--- src/rtl/rv_core_pkg.sv ---
// Shared core types: XLEN, the opcodes decode keys U_control on, the fetch
// buffer entry layout and the fetch control state.
package rv_core_pkg;

  localparam int XLEN = 32;

  localparam logic [6:0] OPC_JAL   = 7'b1101111;
  localparam logic [6:0] OPC_LUI   = 7'b0110111;
  localparam logic [6:0] OPC_AUIPC = 7'b0010111;

  typedef struct packed {
    logic [31:0]     instr;
    logic [XLEN-1:0] pc;
  } fetch_entry_t;

  // DRAIN means responses for requests issued before a redirect are still due.
  typedef enum logic [0:0] {
    FETCH = 1'b0,
    DRAIN = 1'b1
  } fetch_state_t;

endpackage

--- src/rtl/fetch_fifo.sv ---
// Two-entry synchronous FIFO of fetch entries; head is read straight from
// registered storage so decode never sees a combinational path from memory.
module fetch_fifo
  import rv_core_pkg::*;
(
  input  logic         clk,
  input  logic         rst_n,
  input  logic         push,
  input  fetch_entry_t push_entry,
  input  logic         pop,
  input  logic         flush,
  output fetch_entry_t head,
  output logic [1:0]   count,
  output logic         empty
);

  fetch_entry_t mem_q [2];
  logic         rd_ptr_q;
  logic         wr_ptr_q;
  logic [1:0]   count_q;
  logic         full;

  assign full  = (count_q == 2'd2);
  assign empty = (count_q == 2'd0);
  assign count = count_q;
  assign head  = mem_q[rd_ptr_q];

  // Flush only rewinds pointers; stale storage is hidden behind count == 0.
  always_ff @(posedge clk or negedge rst_n) begin
    if (!rst_n) begin
      rd_ptr_q <= 1'b0;
      wr_ptr_q <= 1'b0;
      count_q  <= 2'd0;
      mem_q[0] <= '0;
      mem_q[1] <= '0;
    end else if (flush) begin
      rd_ptr_q <= 1'b0;
      wr_ptr_q <= 1'b0;
      count_q  <= 2'd0;
    end else begin
      if (push) begin
        mem_q[wr_ptr_q] <= push_entry;
        wr_ptr_q        <= ~wr_ptr_q;
      end
      if (pop) begin
        rd_ptr_q <= ~rd_ptr_q;
      end
      count_q <= count_q + {1'b0, push} - {1'b0, pop};
    end
  end

  fifo_no_overflow: assert property (@(posedge clk) disable iff (!rst_n)
    !(push && !flush && full));

endmodule

--- src/rtl/instr_fetch_stage.sv ---
// Fetch stage: owns the PC, issues in-order imem requests under a 2-slot credit
// and presents buffered instructions to decode; redirects flush and drain.
module instr_fetch_stage
  import rv_core_pkg::*;
#(
  parameter logic [XLEN-1:0] RESET_PC = '0
) (
  input  logic            clk,
  input  logic            rst_n,
  output logic            imem_req_valid,
  output logic [XLEN-1:0] imem_req_addr,
  input  logic            imem_req_ready,
  input  logic            imem_rsp_valid,
  input  logic [31:0]     imem_rsp_data,
  input  logic            redirect_valid,
  input  logic [XLEN-1:0] redirect_pc,
  input  logic            stall_d,
  output logic            valid_d,
  output logic [31:0]     instr_d,
  output logic [XLEN-1:0] pc_d,
  output logic [6:0]      opcode_out_d
);

  logic [XLEN-1:0] pc_q;
  logic [XLEN-1:0] pc_next;
  logic [1:0]      outstanding_q;
  logic [1:0]      outstanding_next;
  logic [1:0]      drop_cnt_q;
  logic [1:0]      drop_cnt_next;
  fetch_state_t    state;

  logic [XLEN-1:0] inflight_pc_q [2];
  logic            inflight_rd_q;
  logic            inflight_wr_q;

  logic            pop;
  logic            push;
  logic            req_fire;
  logic [2:0]      credit_used;
  logic [1:0]      fifo_count;
  logic            fifo_empty;
  fetch_entry_t    push_entry;
  fetch_entry_t    head;
  logic            redirect_lsb_unused;

  assign redirect_lsb_unused = ^redirect_pc[1:0];

  assign state = (drop_cnt_q != 2'd0) ? DRAIN : FETCH;

  // Redirect wins: no pop, no push and no request in the redirect cycle.
  assign valid_d = !fifo_empty;
  assign pop     = valid_d && !stall_d && !redirect_valid;
  assign push    = imem_rsp_valid && (state == FETCH) && !redirect_valid;

  // Buffered plus in-flight entries, minus the one leaving this cycle, must fit in two slots.
  assign credit_used    = {1'b0, fifo_count} + {1'b0, outstanding_q} - {2'b00, pop};
  assign imem_req_valid = rst_n && !redirect_valid && (credit_used < 3'd2);
  assign imem_req_addr  = pc_q;
  assign req_fire       = imem_req_valid && imem_req_ready;

  assign push_entry.instr = imem_rsp_data;
  assign push_entry.pc    = inflight_pc_q[inflight_rd_q];

  always_comb begin
    pc_next          = pc_q;
    outstanding_next = outstanding_q + {1'b0, req_fire} - {1'b0, imem_rsp_valid};
    drop_cnt_next    = drop_cnt_q;
    if (redirect_valid) begin
      pc_next       = {redirect_pc[XLEN-1:2], 2'b00};
      drop_cnt_next = outstanding_q - {1'b0, imem_rsp_valid};
    end else begin
      if (req_fire) begin
        pc_next = pc_q + XLEN'(4);
      end
      if (imem_rsp_valid && (state == DRAIN)) begin
        drop_cnt_next = drop_cnt_q - 2'd1;
      end
    end
  end

  always_ff @(posedge clk or negedge rst_n) begin
    if (!rst_n) begin
      pc_q          <= RESET_PC;
      outstanding_q <= 2'd0;
      drop_cnt_q    <= 2'd0;
    end else begin
      pc_q          <= pc_next;
      outstanding_q <= outstanding_next;
      drop_cnt_q    <= drop_cnt_next;
    end
  end

  // Request PCs pair with responses by order; dropped responses still consume their slot.
  always_ff @(posedge clk or negedge rst_n) begin
    if (!rst_n) begin
      inflight_pc_q[0] <= '0;
      inflight_pc_q[1] <= '0;
      inflight_rd_q    <= 1'b0;
      inflight_wr_q    <= 1'b0;
    end else begin
      if (req_fire) begin
        inflight_pc_q[inflight_wr_q] <= pc_q;
        inflight_wr_q                <= ~inflight_wr_q;
      end
      if (imem_rsp_valid) begin
        inflight_rd_q <= ~inflight_rd_q;
      end
    end
  end

  fetch_fifo u_fifo (
    .clk        (clk),
    .rst_n      (rst_n),
    .push       (push),
    .push_entry (push_entry),
    .pop        (pop),
    .flush      (redirect_valid),
    .head       (head),
    .count      (fifo_count),
    .empty      (fifo_empty)
  );

  assign instr_d      = head.instr;
  assign pc_d         = head.pc;
  assign opcode_out_d = head.instr[6:0];

  rsp_needs_request: assert property (@(posedge clk) disable iff (!rst_n)
    imem_rsp_valid |-> (outstanding_q != 2'd0));

endmodule

--- config.mk ---
export PLATFORM = sky130hd
export DESIGN_NAME = instr_fetch_stage
export DESIGN_NICKNAME = d
export VERILOG_FILES = /design/src/rtl/rv_core_pkg.sv /design/src/rtl/fetch_fifo.sv /design/src/rtl/instr_fetch_stage.sv
export SDC_FILE = /design/constraint.sdc
export NUM_CORES = 1
export LEC_CHECK = 0
export ABC_AREA = 1
export BUFFER_PORTS_ARGS = -buffer_cell sky130_fd_sc_hd__buf_2
export CORE_ASPECT_RATIO = 0.5
export CORE_UTILIZATION = 59
export DETAILED_ROUTE_END_ITERATION = 8
export GPL_ROUTABILITY_DRIVEN = 0
export PLACE_DENSITY = 0.83
export SLEW_MARGIN = 40
export SYNTH_ARGS = -nofsm -noshare
export SYNTH_HDL_FRONTEND = slang
export SYNTH_SLANG_ARGS = --single-unit
--- constraint.sdc ---
create_clock -name clk -period 4.15 [get_ports clk]
set_input_delay 0.2075 -clock clk [delete_from_list [all_inputs] [get_ports clk]]
set_output_delay 0.2075 -clock clk [all_outputs]
set_load 0.03 [all_outputs]
==> summary.md, run 1 <==
| Metric | Value |
|---|---|
| Total wirelength of the detailed-routed design | 29060 um |
| Area of the core | 0.01774 mm2 |
| Gates resized, CTS repair | 0 |
| Critical-path cell with the highest stage delay | nand2_4 |
| Result of the run | completed |
| Total number of placement rows | 34 |
| Number of fill cells in the layout | 1214 |
| Overflow after GRT | 0 |
| Most common library cell in the layout ignoring fill and taps | nand2_1 |
| Unrepaired setup endpoints after global routing | false |
| Synth Flop Type | dfrtp_1 |
| Transition at the pin with the smallest max-transition slack | a little over 800 ps |
| Overall fraction of global-route tracks in use | 0.3093 |
| Root buf cell | clkbuf_16 |
| Post-synth design cell area | 0.01093 mm2 |
| Largest fanout on the critical path | 61 |
| Insertion delay of the later-clocked pin in the worst-skew pair | ~500 ps |
| Number of diodes added for antenna fixing | 0 |
| Hold buffer count at cts | 57 |
| Period Utilization, post-route | 0.8555 |
| Number of cells traversed by the worst register-to-register path | 14 |
| Clock slew seen by the registers of the worst setup and hold paths | 70 ps |
| Category of the worst setup path capture point | flop |
| Critical path type | flop to flop |
| Number of maximum-capacitance constraint violations | 0 |
| Net total in the final layout | 1616 |
| Number of instances on the worst hold path | 5 |
| Critical path arrival | 3900 ps |
| CP most frequent cell | nand2_1 |
| Worst reg2reg path endpoint | inflight_pc_q[44] |
| Max-slew violation count | 0 |
| Horizontal extent of the die | 194.5 um |
| Total number of yosys warnings | 0 |
| Launching point of the worst reg2reg path | u_fifo.count[1] |
| Starting density of the core | 0.6160 |
| Mapped Cells | 1355 |
| Global-route wire length before repair | 47610 um |
| Area added between synthesis and finish | 18.43% |
| Vias per inst | 5.513 |
| Leakage component of the power | between 6 and 7 nW |
| Maximum vdd drop | about 0.48 mV |
| Average size of a mapped cell | 8.065 um2 |
| Layout cells sized above 1 | 0.1853 |
| Destination of the worst hold path | imem_req_addr[23] |
| Number of global-route vias before repair | 9458 |
| Port buffer count | about 170 |
| Post-Place Worst Slack | 678.2 ps |
| Max Clock Freq | 0.2817 GHz |
| Post-route clock skew | 20.76 ps |
| Sum of negative setup slack | 0 ps |
| Average wire length per cell after detail routing | 16.30 um |
| Hold Vio Cnt, Final | 0 |
| Number of nets with antenna violations after routing | 0 |
| Total DRC errors in the routed layout | 0 |
| Required time at the endpoint of the critical path | 4500 ps |
| Clock Sinks | 224 |
| Total clock buffers created by CTS | 20 |
| Power density over the cells | 687.3 mW/mm2 |
| Initial antenna violation count | 1 |
| Post-synth EDFFs | 0 |
| Origin of the worst min-delay path | redirect_pc[23] |
| Reg2reg setup slack | 600 ps |
| Routed vias | just under 10000 |
| Setup crit start kind | flop |
| Commonest cells after routing, fill and taps aside | 537 x nand2_1, 223 x dfrtp_1, 167 x buf_2, 137 x o21ai_0, 129 x inv_1 |
| Die boundary height | 98.24 um |
| Worst slew margin relative to its limit | 0.4610 |
| Minimum period implied by the final worst setup slack | 3550 ps |
| Clock tree from TritonCTS | built |
| CP Cell Sequence | inv_1, nand2_1, nand2_1, nor2_1, ha_1, inv_1, nand2_1, fa_1, xor2_1, nand3b_4, inv_4, nand2_4, nand2_1, o21ai_1 |
| CP max stage delay | 470 ps |
| Overall die area | approximately 0.019 mm2 |
| Initial DRC count | 1032 |
| Maximum level of the CTS H-tree | 1 |
| Number of search-and-repair iterations in the first detailed-routing pass | 8 |
| Post-route setup slack | approximately 600 ps |
| Number of storage elements in the synthesis netlist | 224 |
| Endpoints failing setup | 0 |
| Largest net degree at the start of global routing | 95 |
| Yosys cell types | 29 |
| Number of primary I/O pins | between 150 and 200 |
| Worst min-delay path category | input port to flop |
| DPL Wire Length | 17170 um |
| FFs w/ async S/R, synth | 1.000 |
| Proportion of synthesized chip area in sequential cells | 0.5129 |
| Buffer levels on the longest clock path | 3 |
| Buffers inserted during post-CTS setup optimization | 0 |
## how the worst max path moves through the flow
stage               startpoint           endpoint  depth (start not counted)
2_1_floorplan  u_fifo.count[1]   outstanding_q[1]                         15
3_3_place_gp   u_fifo.count[1]  inflight_pc_q[35]                         14
3_5_place_dp   u_fifo.count[1]  inflight_pc_q[59]                         14
4_1_cts        u_fifo.count[1]  inflight_pc_q[44]                         14
5_1_grt        u_fifo.count[1]  inflight_pc_q[44]                         14
6_report       u_fifo.count[1]  inflight_pc_q[44]                         14
## per-stage QoR
step / std cells / hold WS (ps) / utilization / area, um2 / power, mW
5_1_grt: 1783 / 32.86 / 0.7296 / 12940 / 9.433
3_5_place_dp: 1692 / 125.0 / 0.6614 / 11730 / 6.909
3_3_place_gp: 1690 / 120.6 / 0.6581 / 11670 / 6.748
6_report: 1783 / 13.02 / 0.7296 / 12940 / 8.895
2_1_floorplan: 1358 / -88.09 / - / 10940 / 5.996
4_1_cts: 1783 / 5.799 / 0.7294 / 12940 / 8.795
## routing by layer
layer	track usage	vias up	wire [um]
met1	0.4258	4665	12300
met2	0.4963	479	13270
met5	0	-	13
li1	-	4575	-
met3	0.06218	108	2439
met4	0.1013	2	1042
## cell families (layout without fill, tap and decap cells)
family / Yosys count / after routing / synth area share
simple gates: 668 / 668 / 0.2425
flops: 224 / 224 / 0.5129
buf+inv: 211 / 402 / 0.09011
compound gates: 200 / 200 / 0.1026
mux: 30 / 30 / 0.03091
xor+xnor: 12 / 12 / 0.009618
fa+ha+maj: 9 / 9 / 0.01099
other cells: 1 / 4 / 0.0003432
## final cells by class
cell class              instances  area (um2)  share of cell area
well taps                     234       292.8             0.02262
flip-flops and latches        224        5607              0.4332
clock buffers                  28       590.6             0.04563
clock inverters                 6       43.79            0.003384
inverters                     134       506.7             0.03915
repair buffers                234        1548              0.1196
multi-input cells             923        4354              0.3364
## cells in the mapped netlist (8+ instances only)
cell / count / area (um2)
o21ai_2: 32 / 280.3
nor2_1: 44 / 165.2
xor2_1: 8 / 70.07
o21ai_0: 137 / 685.7
dfrtp_1: 224 / 5605
mux2_2: 30 / 337.8
buf_2: 20 / 100.1
ha_1: 8 / 100.1
clkbuf_1: 26 / 97.59
inv_1: 130 / 488.0
nand3_1: 75 / 375.4
nand2_1: 539 / 2023
buf_6: 15 / 168.9
o21ai_1: 28 / 140.1
buf_4: 11 / 82.58
## registers in the layout, indices dropped and copies added (netlist names)
signal / count
drop_cnt_q: 2
imem_req_addr: 30
inflight_pc_q: 60
inflight_rd_q: 1
inflight_wr_q: 1
outstanding_q: 2
u_fifo.count: 2
u_fifo.mem_q: 124
u_fifo.rd_ptr_q: 1
u_fifo.wr_ptr_q: 1
## critical path, delay by kind of cell, from the launching register on
family                   cells  cell delay (ps)
flip-flops                   1              390
AO/OA/AOI/OAI                1              100
adder cells (fa/ha/maj)      2              690
XOR/XNOR                     1              270
buffers and inverters        3              570
AND/OR/NAND/NOR              7             1320
## power by group
part | switching (mW) | leakage [nW] | internal (mW)
registers | 0.540 | 2.92 | 3.03
logic | 2.38 | 3.59 | 1.14
clock network | 0.811 | 0.315 | 0.997
Note: power is estimated with default switching activity, not from simulation.
==> run 2: changes to the inputs <==
--- a/config.mk
+++ b/config.mk
@@ -5,13 +5,14 @@
 export SDC_FILE = /design/constraint.sdc
 export NUM_CORES = 1
 export LEC_CHECK = 0
-export ABC_AREA = 1
 export BUFFER_PORTS_ARGS = -buffer_cell sky130_fd_sc_hd__buf_2
 export CORE_ASPECT_RATIO = 0.5
 export CORE_UTILIZATION = 59
 export DETAILED_ROUTE_END_ITERATION = 8
 export GPL_ROUTABILITY_DRIVEN = 0
+export GPL_TIMING_DRIVEN = 0
 export PLACE_DENSITY = 0.83
+export REMOVE_ABC_BUFFERS = 1
 export SLEW_MARGIN = 40
 export SYNTH_ARGS = -nofsm -noshare
 export SYNTH_HDL_FRONTEND = slang
==> summary.md, run 2 <==
| Metric | Value |
|---|---|
| Buffers inserted during post-CTS setup optimization | 0 (unchanged) |
| Power density over the cells | 713.5 mW/mm2 (+3.8%) |
| Max Clock Freq | 0.2860 GHz (+1.5%) |
| Post-route clock skew | 11.44 ps (-9.314 ps) |
| FFs w/ async S/R, synth | 1.000 (unchanged) |
| Result of the run | completed |
| Global-route wire length before repair | 38650 um (-19%) |
| Total power | 9.008 mW (+1.3%) |
| Commonest cells after routing, fill and taps aside | 222 x dfrtp_1, 186 x mux2_2, 170 x buf_2, 76 x nand2_1, 62 x dlygate4sd3_1 |
| Overall die area | 0.01785 mm2 (-6.5%) |
| Share of the synthesized area in compound gates (AO/OA/AOI/OAI) | 0.05310 (-0.04948) |
| Hold buffer count at cts | 62 (+8.8%) |
| Required time at the endpoint of the critical path | 4530 ps (+30 ps) |
| Adder-cell share of the synthesized area | 0.01177 (+0.0007818) |
| Category of the worst setup path capture point | flop |
| Total clock buffers created by CTS | 20 (unchanged) |
| Area taken by flip-flops and latches | 0.005613 mm2 (+0.11%) |
| Top-area cell type share of the netlist area | 0.5494 (+0.03649) |
| Post-synth EDFFs | 0 (unchanged) |
| Worst path bufs/invs | 3 (unchanged) |
| Destination of the worst hold path | imem_req_addr[24] |
| Minimum period implied by the final worst setup slack | 3496 ps (-53.98 ps) |
| Total number of yosys warnings | 0 (unchanged) |
| Root buf cell | clkbuf_16 |
| Largest fanout on the critical path | 17 (-72%) |
| Number of cells traversed by the worst register-to-register path | 12 (-2) |
| Critical path type | flop to flop |
| Total DRC errors in the routed layout | 0 (unchanged) |
| Routed vias | 7391 (-25%) |
| Average wire length per cell after detail routing | 18.52 um (+14%) |
| Register bank with the most flops | u_fifo.mem_q |
| Buffer levels on the longest clock path | 3 (unchanged) |
| Post-Synth XOR/XNOR Area | 0.02649 (+0.01687) |
| Horizontal extent of the die | 188.0 um (-3.3%) |
| Origin of the worst min-delay path | redirect_pc[24] |
| Final design area excluding fillers | 0.01262 mm2 (-2.5%) |
| Average size of a mapped cell | 12.19 um2 (+51%) |
| Worst slew margin relative to its limit | 0.5785 (+0.1175) |
| Total number of placement rows | 33 (-2.9%) |
| Max-slew violation count | 0 (unchanged) |
| Mapped Cells | 837 (-38%) |
| Gates resized, CTS repair | 0 (unchanged) |
| Initial DRC count | 344 (-67%) |
| Worst min-delay path category | input port to flop |
| Area added between synthesis and finish | 23.74% |
| CP max stage delay | 540 ps (+70 ps) |
| Post-synth design cell area | 0.01020 mm2 (-6.6%) |
| Overflow after GRT | 0 (unchanged) |
| Net total in the final layout | 1131 (-30%) |
| Area taken by multi-input logic gates | 0.004295 mm2 (-1.4%) |
| Transition at the pin with the smallest max-transition slack | 632.2 ps (-176.3 ps) |
| Basic-gate share of the synthesized area counting and, or, nand and nor cells | 0.08793 (-0.1546) |
| Setup crit start kind | flop |
| Clock Sinks | 224 (unchanged) |
| Port buffer count | 168 (unchanged) |
| Number of instances on the worst hold path | 4 (-1) |
| Clock slew seen by the registers of the worst setup and hold paths | 60 ps (about the same) |
| Area leader, netlist | dfrtp_1 |
| Cell area after placement | 0.01131 mm2 (-3.6%) |
| Yosys cell types | 51 (+76%) |
| Maximum vdd drop | 0.5007 mV (+4.6%) |
| Number of maximum-capacitance constraint violations | 0 (unchanged) |
| Layout cells sized above 1 | 0.3981 (+0.2128) |
| Initial antenna violation count | 1 (unchanged) |
| CP Cell Sequence | nor2_1, nor3_1, ha_1, inv_1, nand2_1, fa_1, nand4b_2, nor2_4, inv_2, nor2_4, buf_16, mux2_2 |
| Endpoints failing setup | 0 (unchanged) |
| DPL Wire Length | 14960 um (-13%) |
| Proportion of synthesized area in mux cells | 0.2378 (+0.2069) |
| Critical-path cell with the highest stage delay | fa_1 |
| Clock tree from TritonCTS | built |
| Overall fraction of global-route tracks in use | 0.2738 (-0.03548) |
| Reg2reg setup slack | 650 ps (+50 ps) |
| Number of primary I/O pins | 175 (unchanged) |
| Critical path arrival | 3870 ps (-30 ps) |
| Period Utilization, post-route | 0.8425 (-0.01301) |
| Placed cell count | 1195 (-29%) |
| Synth Flop Type | dfrtp_1 |
| Most area-consuming cells after synthesis | dfrtp_1 55%, mux2_2 21%, mux2i_1 3.1% |
| Die boundary height | 94.99 um (-3.3%) |
| Number of nets with antenna violations after routing | 0 (unchanged) |
| Most common library cell in the layout ignoring fill and taps | dfrtp_1 |
| Number of fill cells in the layout | 1026 (-15%) |
| Combinational family with the most area after synthesis | multiplexers |
| CP most frequent cell | nor2_4 |
| Unrepaired setup endpoints after global routing | false |
| Flip-flop count of the largest register after layout | 124 (unchanged) |
| Final std cells w/o fill | 1293 (-27%) |
| Hold Vio Cnt, Final | 0 (unchanged) |
| Total wirelength of the detailed-routed design | 23940 um (-18%) |
| Number of storage elements in the synthesis netlist | 224 (unchanged) |
| Number of search-and-repair iterations in the first detailed-routing pass | 4 (-4) |
| Worst reg2reg path endpoint | inflight_pc_q[56] |
| Launching point of the worst reg2reg path | u_fifo.count[1] |
| Vias per inst | 5.716 (+3.7%) |
| Most frequent cell after synthesis | dfrtp_1 |
| Utilization after layout | 0.7587 (+0.02912) |
| Largest net degree at the start of global routing | 74 (-22%) |
| Area of the core | 0.01664 mm2 (-6.2%) |
| Most common library cells after synthesis | 224 x dfrtp_1, 186 x mux2_2, 77 x nand2_1, 51 x o21ai_0, 46 x nor2_1 |
| Maximum level of the CTS H-tree | 1 (unchanged) |
| Starting density of the core | 0.6131 (-0.002896) |
| Proportion of synthesized chip area in sequential cells | 0.5494 (+0.03649) |
| Leakage component of the power | 5.974 nW (-12%) |
| Kind of cell with the highest combined delay on the critical path | simple AND/OR/NAND/NOR gates |
| Number of global-route vias before repair | 7665 (-19%) |
| Insertion delay of the later-clocked pin in the worst-skew pair | 500 ps (about the same) |
==> run 2: worst max path at each step <==
stage                    start           endpoint  slack [ps]  depth (start not counted)
2_1_floorplan    drop_cnt_q[0]  u_fifo.mem_q[100]       -2460                          5
3_3_place_gp    redirect_valid  u_fifo.mem_q[107]       -5620                          3
3_5_place_dp    redirect_valid  inflight_pc_q[10]         660                         10
4_1_cts        u_fifo.count[1]   inflight_pc_q[7]         710                         10
5_1_grt        u_fifo.count[1]  inflight_pc_q[56]         480                         12
6_report       u_fifo.count[1]  inflight_pc_q[56]         650                         12
==> run 2: worst min-delay path, delay by kind of cell <==
| family | cells | cell delay [ps] |
|---|---|---|
| buf+inv | 1 | 90 |
| compound gates | 2 | 170 |
| simple gates | 1 | 40 |
==> run 2: layout make-up <==
cell class                      instances  share of cell area
Antenna cell                            1           0.0001982
Clock buffer                           26             0.04470
Clock inverter                          9            0.009812
Inverter                               12            0.003568
Multi-Input combinational cell        547              0.3402
Sequential cell                       224              0.4446
Tap cell                              227             0.02250
Timing Repair Buffer                  247              0.1344
==> run 2: per-layer routing <==
layer,global-route usage,vias to the layer above,wire (um)
li1,-,3350,-
met1,0.3421,3769,10220
met2,0.4917,223,12030
met3,0.04125,49,1038
met4,0.09959,0,648
met5,0,-,0
==> run 2: where the power goes <==
group	internal, mW	switching (mW)
registers	3.03	0.604
logic	1.48	1.94
clock network	1.15	0.804
==> run 2: logic make-up after synthesis <==
| group | Yosys count |
|---|---|
| buffers and inverters | 69 |
| adder cells (fa/ha/maj) | 9 |
| XOR/XNOR | 30 |
| AO/OA/AOI/OAI | 100 |
| flip-flops | 224 |
| multiplexers | 219 |
| other | 1 |
| AND/OR/NAND/NOR | 185 |
==> run 2: per-stage QoR <==
stage               hold WS, ps  setup TNS [ps]  setup slack (ps)
finish                    45.16               0             653.5
global route              58.16               0             480.6
CTS                       35.52               0             714.6
detailed placement        86.14               0             658.9
global placement          419.0         -691390             -5619
floorplan                -88.09         -142960             -2457
